===== src/rtl/peripheral_spram_arbiter.sv =====
// Purpose : round-robin arbiter with optional lock, sharing one single-port SPRAM between two masters.
// Latency : grant and RAM strobe in the request cycle; ack, err and read data one cycle later.
// Backpres: a master that is not granted must hold req until gnt; both masters requesting get alternate slots.
//
// Ports:
//   ram_clk / ram_rst_n        : clock shared with the RAM, async active-low reset
//   mX_req/lock/addr/wen/din   : master X request, burst lock, word address, low-active byte writes, write data
//   mX_gnt                     : combinational grant for the current cycle
//   mX_ack/err/dout            : registered completion, out-of-range flag and read data for the last grant
//   ram_addr/cen/wen/din/dout  : direct connection to the SPRAM port
module peripheral_spram_arbiter #(
  parameter int AW       = 6,
  parameter int DW       = 16,
  parameter int MEM_SIZE = 256
) (
  input  logic          ram_clk,
  input  logic          ram_rst_n,
  input  logic          m0_req,
  input  logic          m0_lock,
  input  logic [AW-1:0] m0_addr,
  input  logic [1:0]    m0_wen,
  input  logic [DW-1:0] m0_din,
  output logic          m0_gnt,
  output logic          m0_ack,
  output logic          m0_err,
  output logic [DW-1:0] m0_dout,
  input  logic          m1_req,
  input  logic          m1_lock,
  input  logic [AW-1:0] m1_addr,
  input  logic [1:0]    m1_wen,
  input  logic [DW-1:0] m1_din,
  output logic          m1_gnt,
  output logic          m1_ack,
  output logic          m1_err,
  output logic [DW-1:0] m1_dout,
  output logic [AW-1:0] ram_addr,
  output logic          ram_cen,
  output logic [1:0]    ram_wen,
  output logic [DW-1:0] ram_din,
  input  logic [DW-1:0] ram_dout
);

  localparam logic [31:0] MEM_WORDS = 32'(MEM_SIZE / 2);

  typedef enum logic [1:0] {OWN_NONE, OWN_M0, OWN_M1} owner_e;

  owner_e owner_q, owner_d;
  logic   last_q, last_d;       // 1: master 1 won the most recent grant
  logic   [1:0] ack_q, ack_d;   // one-hot: which master gets the ack this cycle
  logic   err_q, err_d;
  logic   rd_q, rd_d;           // completed access was an in-range read

  logic          gnt0, gnt1, any_gnt, in_range;
  logic [AW-1:0] sel_addr;
  logic [1:0]    sel_wen;
  logic [DW-1:0] sel_din;

  // Arbitration. Grants are suppressed while reset is held so the RAM is
  // never strobed during reset. A lock only holds ownership while the owner
  // keeps both req and lock high; otherwise that cycle arbitrates normally.
  always_comb begin
    gnt0 = 1'b0;
    gnt1 = 1'b0;
    if (ram_rst_n) begin
      if (owner_q == OWN_M0 && m0_req && m0_lock) begin
        gnt0 = 1'b1;
      end else if (owner_q == OWN_M1 && m1_req && m1_lock) begin
        gnt1 = 1'b1;
      end else if (m0_req && m1_req) begin
        gnt0 = last_q;
        gnt1 = !last_q;
      end else begin
        gnt0 = m0_req;
        gnt1 = m1_req && !m0_req;
      end
    end
  end

  always_comb begin
    any_gnt  = gnt0 | gnt1;
    sel_addr = gnt1 ? m1_addr : m0_addr;
    sel_wen  = gnt1 ? m1_wen  : m0_wen;
    sel_din  = gnt1 ? m1_din  : m0_din;
    in_range = 32'(sel_addr) < MEM_WORDS;
  end

  // An out-of-range grant still uses the slot but keeps the RAM deselected.
  always_comb begin
    ram_cen  = !(any_gnt && in_range);
    ram_wen  = any_gnt ? sel_wen  : 2'b11;
    ram_addr = any_gnt ? sel_addr : '0;
    ram_din  = any_gnt ? sel_din  : '0;
  end

  always_comb begin
    ack_d  = {gnt1, gnt0};
    err_d  = any_gnt && !in_range;
    rd_d   = any_gnt && in_range && (sel_wen == 2'b11);
    last_d = any_gnt ? gnt1 : last_q;
    if (gnt0 && m0_lock) begin
      owner_d = OWN_M0;
    end else if (gnt1 && m1_lock) begin
      owner_d = OWN_M1;
    end else begin
      owner_d = OWN_NONE;
    end
  end

  always_ff @(posedge ram_clk or negedge ram_rst_n) begin
    if (!ram_rst_n) begin
      owner_q <= OWN_NONE;
      last_q  <= 1'b1;
      ack_q   <= 2'b00;
      err_q   <= 1'b0;
      rd_q    <= 1'b0;
    end else begin
      owner_q <= owner_d;
      last_q  <= last_d;
      ack_q   <= ack_d;
      err_q   <= err_d;
      rd_q    <= rd_d;
    end
  end

  // The RAM presents read data in the cycle after the grant, so the return
  // path is a gate on ram_dout rather than another register stage.
  always_comb begin
    m0_gnt  = gnt0;
    m1_gnt  = gnt1;
    m0_ack  = ack_q[0];
    m1_ack  = ack_q[1];
    m0_err  = ack_q[0] && err_q;
    m1_err  = ack_q[1] && err_q;
    m0_dout = (ack_q[0] && rd_q) ? ram_dout : '0;
    m1_dout = (ack_q[1] && rd_q) ? ram_dout : '0;
  end

endmodule


===== config.mk =====
export PLATFORM = sky130hd
export DESIGN_NAME = peripheral_spram_arbiter
export DESIGN_NICKNAME = d
export VERILOG_FILES = /design/src/rtl/peripheral_spram_arbiter.sv
export SDC_FILE = /design/constraint.sdc
export NUM_CORES = 1
export LEC_CHECK = 0
export CAP_MARGIN = 15
export CORE_MARGIN = 2
export CORE_UTILIZATION = 25
export DETAILED_ROUTE_END_ITERATION = 6
export PLACE_DENSITY_LB_ADDON = 0.25
export SLEW_MARGIN = 5
export SYNTH_ARGS = -nofsm -noshare
export SYNTH_HDL_FRONTEND = slang
export SYNTH_SLANG_ARGS = --single-unit
export TNS_END_PERCENT = 10

===== constraint.sdc =====
create_clock -name ram_clk -period 1.8 [get_ports ram_clk]
set_input_delay 0.36 -clock ram_clk [delete_from_list [all_inputs] [get_ports ram_clk]]
set_output_delay 0.36 -clock ram_clk [all_outputs]
set_load 0.005 [all_outputs]

# Yosys cells after proc, flatten, opt, wreduce, memory -nomap -nowiden
# Index checks and enable logic that the tools add are counted.
# totals
ff_bits,6
latchBits,0
ram_bits,0
romBits,0
inputBits,70
out_inout_bits,63
word_cells,40
memories,0
# op_classes
addsub,0
mul,0
n_div,0
magnitude_cmp,0
n_eq_ne,3
shifts,0
muxes,18
bitwise,1
reduce_logical,14
# op_table
op,n
$mux W16,4
$mux W6,2
$logic_and A1 B1 Y1,11
$mux W1,8
$mux W2,4
$eq A2 B2 Y1 const B,2
$logic_not A1 Y1,3
$eq A2 B1 Y1 const B,1
$or A1 B1 Y1,1

# Logic depth before layout (Yosys ltp)
# depth
ltp_word,9
ltp_mapped,5
mapped_depth_nobuf,4

# Least setup slack after synthesis
# OpenSTA, ideal clock, no wires.
# synth_path
kind,input to output
start,input port m0_req
end,output port ram_din[10]
arrival_ps,1329
required_ps,1440
path_slack_ps,111
cell_stages,5
n_path_buf,2
cell_sequence,and4b_4 -> a311o_1 -> buf_6 -> buf_8 -> mux2i_1
# synth_via
elab_chain_len,8
word_cells_on_any_way,16
classes_between,10 x mux; 1 x bitwise; 5 x reduce/logical
# synth_rtl
element,line,text
from (decl),18,"input logic m0_req,"
$logic_not A1 Y1,74,gnt1 = m1_req && !m0_req;
$logic_and A1 B1 Y1,74,
$mux W1,69,end else if (m0_req && m1_req) begin
$mux W1,67,end else if (owner_q == OWN_M1 && m1_req && m1_lock) begin
$mux W1,65,if (owner_q == OWN_M0 && m0_req && m0_lock) begin
$mux W1,64,if (ram_rst_n) begin
$mux W16 / $or A1 B1 Y1 (equally long branches),"83, 80",
$mux W16 *,92,ram_din = any_gnt ? sel_din : '0;
to (decl),39,"output logic [DW-1:0] ram_din,"
# Mark *: on every way between the ends. The rest lies on a longest branch, timed or not.

# Final worst setup path
# layout_path
start,register owner_q[0]
end,output port ram_din[5]
# layout_via
elab_chain_len,8
word_cells_on_any_way,15
classes_between,2 x eq/ne; 8 x mux; 1 x bitwise; 4 x reduce/logical
# layout_rtl
element,line,text
from (decl),47,"owner_e owner_q, owner_d;"
from (signal assigned),117,owner_q <= owner_d;
$eq A2 B2 Y1,67,
$logic_and A1 B1 Y1 (2 in a row),67,
$mux W1,67,
$mux W1,65,
$mux W1,64,
$mux W16 / $or A1 B1 Y1 (equally long branches),"83, 80",
$mux W16 *,92,
# Marked as above.

==> metrics.md <==
| Metric | Value |
|---|---|
| Status | `complete, but fails checks` |
| Failing checks | `setup timing` |
| Inserted Diodes | `0` |
| Residual DRC | `0` |
| Crit path DAT | `around 1800 ps` |
| Initial Util | `0.2660` |
| Total leakage power | `~1.5 nW` |
| Setup CP Type | `register to output pin` |
| CTS tree | `built` |
| Die area | `0.004504 sq mm` |
| Combinational share of power | `0.542` |
| Overflow after GRT | `0` |
| Setup ws final | `-320.2 ps` |
| #FFs+latches synth | `6` |
| Detailed-route wire length | `3.994 mm` |
| Area of the multi-input gates | `664.4 sq um` |
| Worst clock skew | `4.866 ps` |
| Cell row count | `22` |
| Via Count | `1,505` |
| Worst Hold Class | `input pin to asynchronous set/reset pin` |
| Overall power | `0.8216 mW` |
| Top cells by area, synth | `mux2i_1 25%, and3_1 20%, dfrtp_1 13%, inv_1 10%, nand2_1 9.4%` |
| Crit-path max FO | `6` |
| Clock sinks | `6` |
| Seq/Total Area, Yosys | `0.1520` |
| F_max | `0.4717 GHz` |
| Power per Cell Area | `344.0 mW/mm^2` |
| IO buf count | `130` |
| I/O Pins | `133` |
| Setup tns final | `-5540 ps` |
| RSZ-0062 raised after global routing | `true` |
| Synthesized area | `approximately 1000 sq um` |
| Ys Warns | `0` |
| R2R setup slack | `roughly 300 ps` |
| Sequential share of power | `0.201` |
| Final Hold Fails | `0` |
| First-pass GRT wire length | `6.189 mm` |
| Clk_lat worst skew | `220 ps` |
| Area taken by flip-flops and latches | `152.6 sq um` |
| Clock transition at path regs | `40 ps` |
| CP required | `1440 ps` |
| Nets@finish | `355` |
| Core box area | `between 0.003 and 0.004 sq mm` |
| Critical R2R Launch | `owner_q[0]` |
| Routability cong. | `a little over 0.7` |
| HPWL Detailed | `3.298 mm` |
| Crit end category | `output pin` |
| Syn Inst Count | `144` |
| Initial antenna violation count | `0` |
| Worst-case clock buffer depth | `2` |
| Sw Pwr | `approximately 0.23 mW` |
| Yosys cell types | `23` |
| Vias in the first global route | `between 1k and 1.5k` |
| DRT Pass-1 Iters | `4` |
| Via-to-Cell Ratio | `4.533` |
| TritonCTS Buffers | `3` |
| Clock share of power | `0.257` |
| Die Ht | `67.12 um` |
| Leading area contributor after synthesis | `mux2i_1` |
| Hold buffers post-CTS | `0` |
| Cell internal pwr | `just under 0.6 mW` |
| Fill cell count | `343` |
| Final setup violating endpoints | `25` |
| Worst slack, placed | `-856.9 ps` |
| Layout cell share with drive strength beyond 1 | `0.1901` |
| Sw frac | `0.2754` |
| Max H-tree Level | `1` |
| DR WL/cell | `12.03 um` |
| Iter 0 DRT Violations | `28` |
| Reg2Reg Depth | `6` |
| GRT Resource Usage Total | `0.1778` |
| Mean Syn Cell Area | `6.916 sq um` |
| Largest net degree at the start of global routing | `33` |
| Detail Route Antenna Nets | `0` |
| Max cap viols | `0` |
| R2r endpoint | `ack_q[1]` |
| Post-layout min period | `2120 ps` |
| CP startpoint kind | `register` |
| Clock root cell | `clkbuf_8` |
| Period utilization | `1.178` |
| Top cell type's share of synthesized area | `0.2513` |
| Die Wd | `67.12 um` |
| Maximum VDD drop | `0.0001448 V` |
| Slew Limit Fails | `0` |
| Layout area overhead | `139.8%` |
layout make-up:
type                            count  share of cell area
Timing Repair Buffer              147              0.5705
Multi-Input combinational cell    100              0.2782
Clock buffer                        4             0.01886
Inverter                           27             0.04348
Tap cell                           48             0.02514
Sequential cell                     6             0.06391
critical path, stage by stage (launching register included):
cell	delay, ps
dfrtp_1	390
and4b_4	190
a311o_2	390
clkbuf_16	190
buf_12	120
mux2i_1	130
buf_2	130
power groups by stage:
stage	logic, mW	registers [mW]	clock network, mW
after floorplan	0.157	0.161	0
after CTS	0.443	0.166	0.218
final	0.445	0.165	0.211
after global placement	0.470	0.167	0
after global routing	0.488	0.168	0.227
after detailed placement	0.476	0.167	0
how the worst max path moves through the flow:
stage | from | to | slack [ps]
floorplan | m0_req | ram_din[10] | 110
global placement | m0_req | ram_din[8] | -840
detailed placement | m0_req | ram_din[8] | -860
CTS | owner_q[0] | ram_wen[1] | -390
global route | owner_q[0] | ram_din[5] | -380
finish | owner_q[0] | ram_din[5] | -320
synthesized netlist by cell type:
master      n
buf_12      1
and3_1     32
o2bb2ai_1   1
nor2b_1     1
buf_4       2
a31oi_1     1
nand3_1     2
nand2b_1    1
nor2_1      4
dfstp_2     1
a311o_1     1
inv_1      27
mux2i_1    25
and4b_4     1
dfrtp_1     5
o21a_1      1
buf_8       1
nand4b_1    1
nand3b_1    2
clkbuf_1    7
buf_6       1
nand2_1    25
conb_1      1
flip-flops by register name, indices dropped and copies added (netlist names):
name / cells
owner_q: 2
rd_q: 1
last_q: 1
ack_q: 2
routing by layer:
layer	wire [um]	track usage	vias up	part of all wire
li1	-	-	747	-
met1	1302	0.1706	660	0.33
met2	2028	0.3416	96	0.51
met3	632	0.07770	2	0.16
met4	31	0.04592	0	0.0078
met5	0	0	-	0
kinds of logic after synthesis:
kind of cell,after synthesis,synth area share
simple gates,69,0.3706
buf+inv,39,0.1897
mux,25,0.2513
flops,6,0.1520
compound gates,4,0.03267
other cells,1,0.003765
placed cells by master, fill, tap and decap left out, drive strengths merged:
master	count
nand3b	2
buf	42
o2bb2ai	1
clkdlybuf4s15	1
nand4b	1
a311o	1
dfstp	1
and3	32
o21a	1
clkdlybuf4s50	66
nor2	4
clkbuf	6
nand2	25
nor2b	1
and4b	1
conb	2
a31oi	1
nand2b	1
nand3	2
dfrtp	5
inv	27
dlygate4sd2	36
mux2i	25
timing repair:
action	4_1_cts	5_1_grt
setup endpoints to repair	59	26
pin swaps	1	1
setup buffers	0	2
gates resized for setup	147	8
gates cloned	2	0
metrics by stage:
step	instance area [sq um]	utilization	cells	hold WS, ps
floorplan	999.7	-	145	64.41
global placement	2422	0.6471	324	488.0
global route	2389	0.6380	332	315.7
detailed placement	2422	0.6471	324	500.8
finish	2389	0.6380	332	298.0
CTS	2355	0.6290	330	301.1
(Power assumes the default switching activity.)
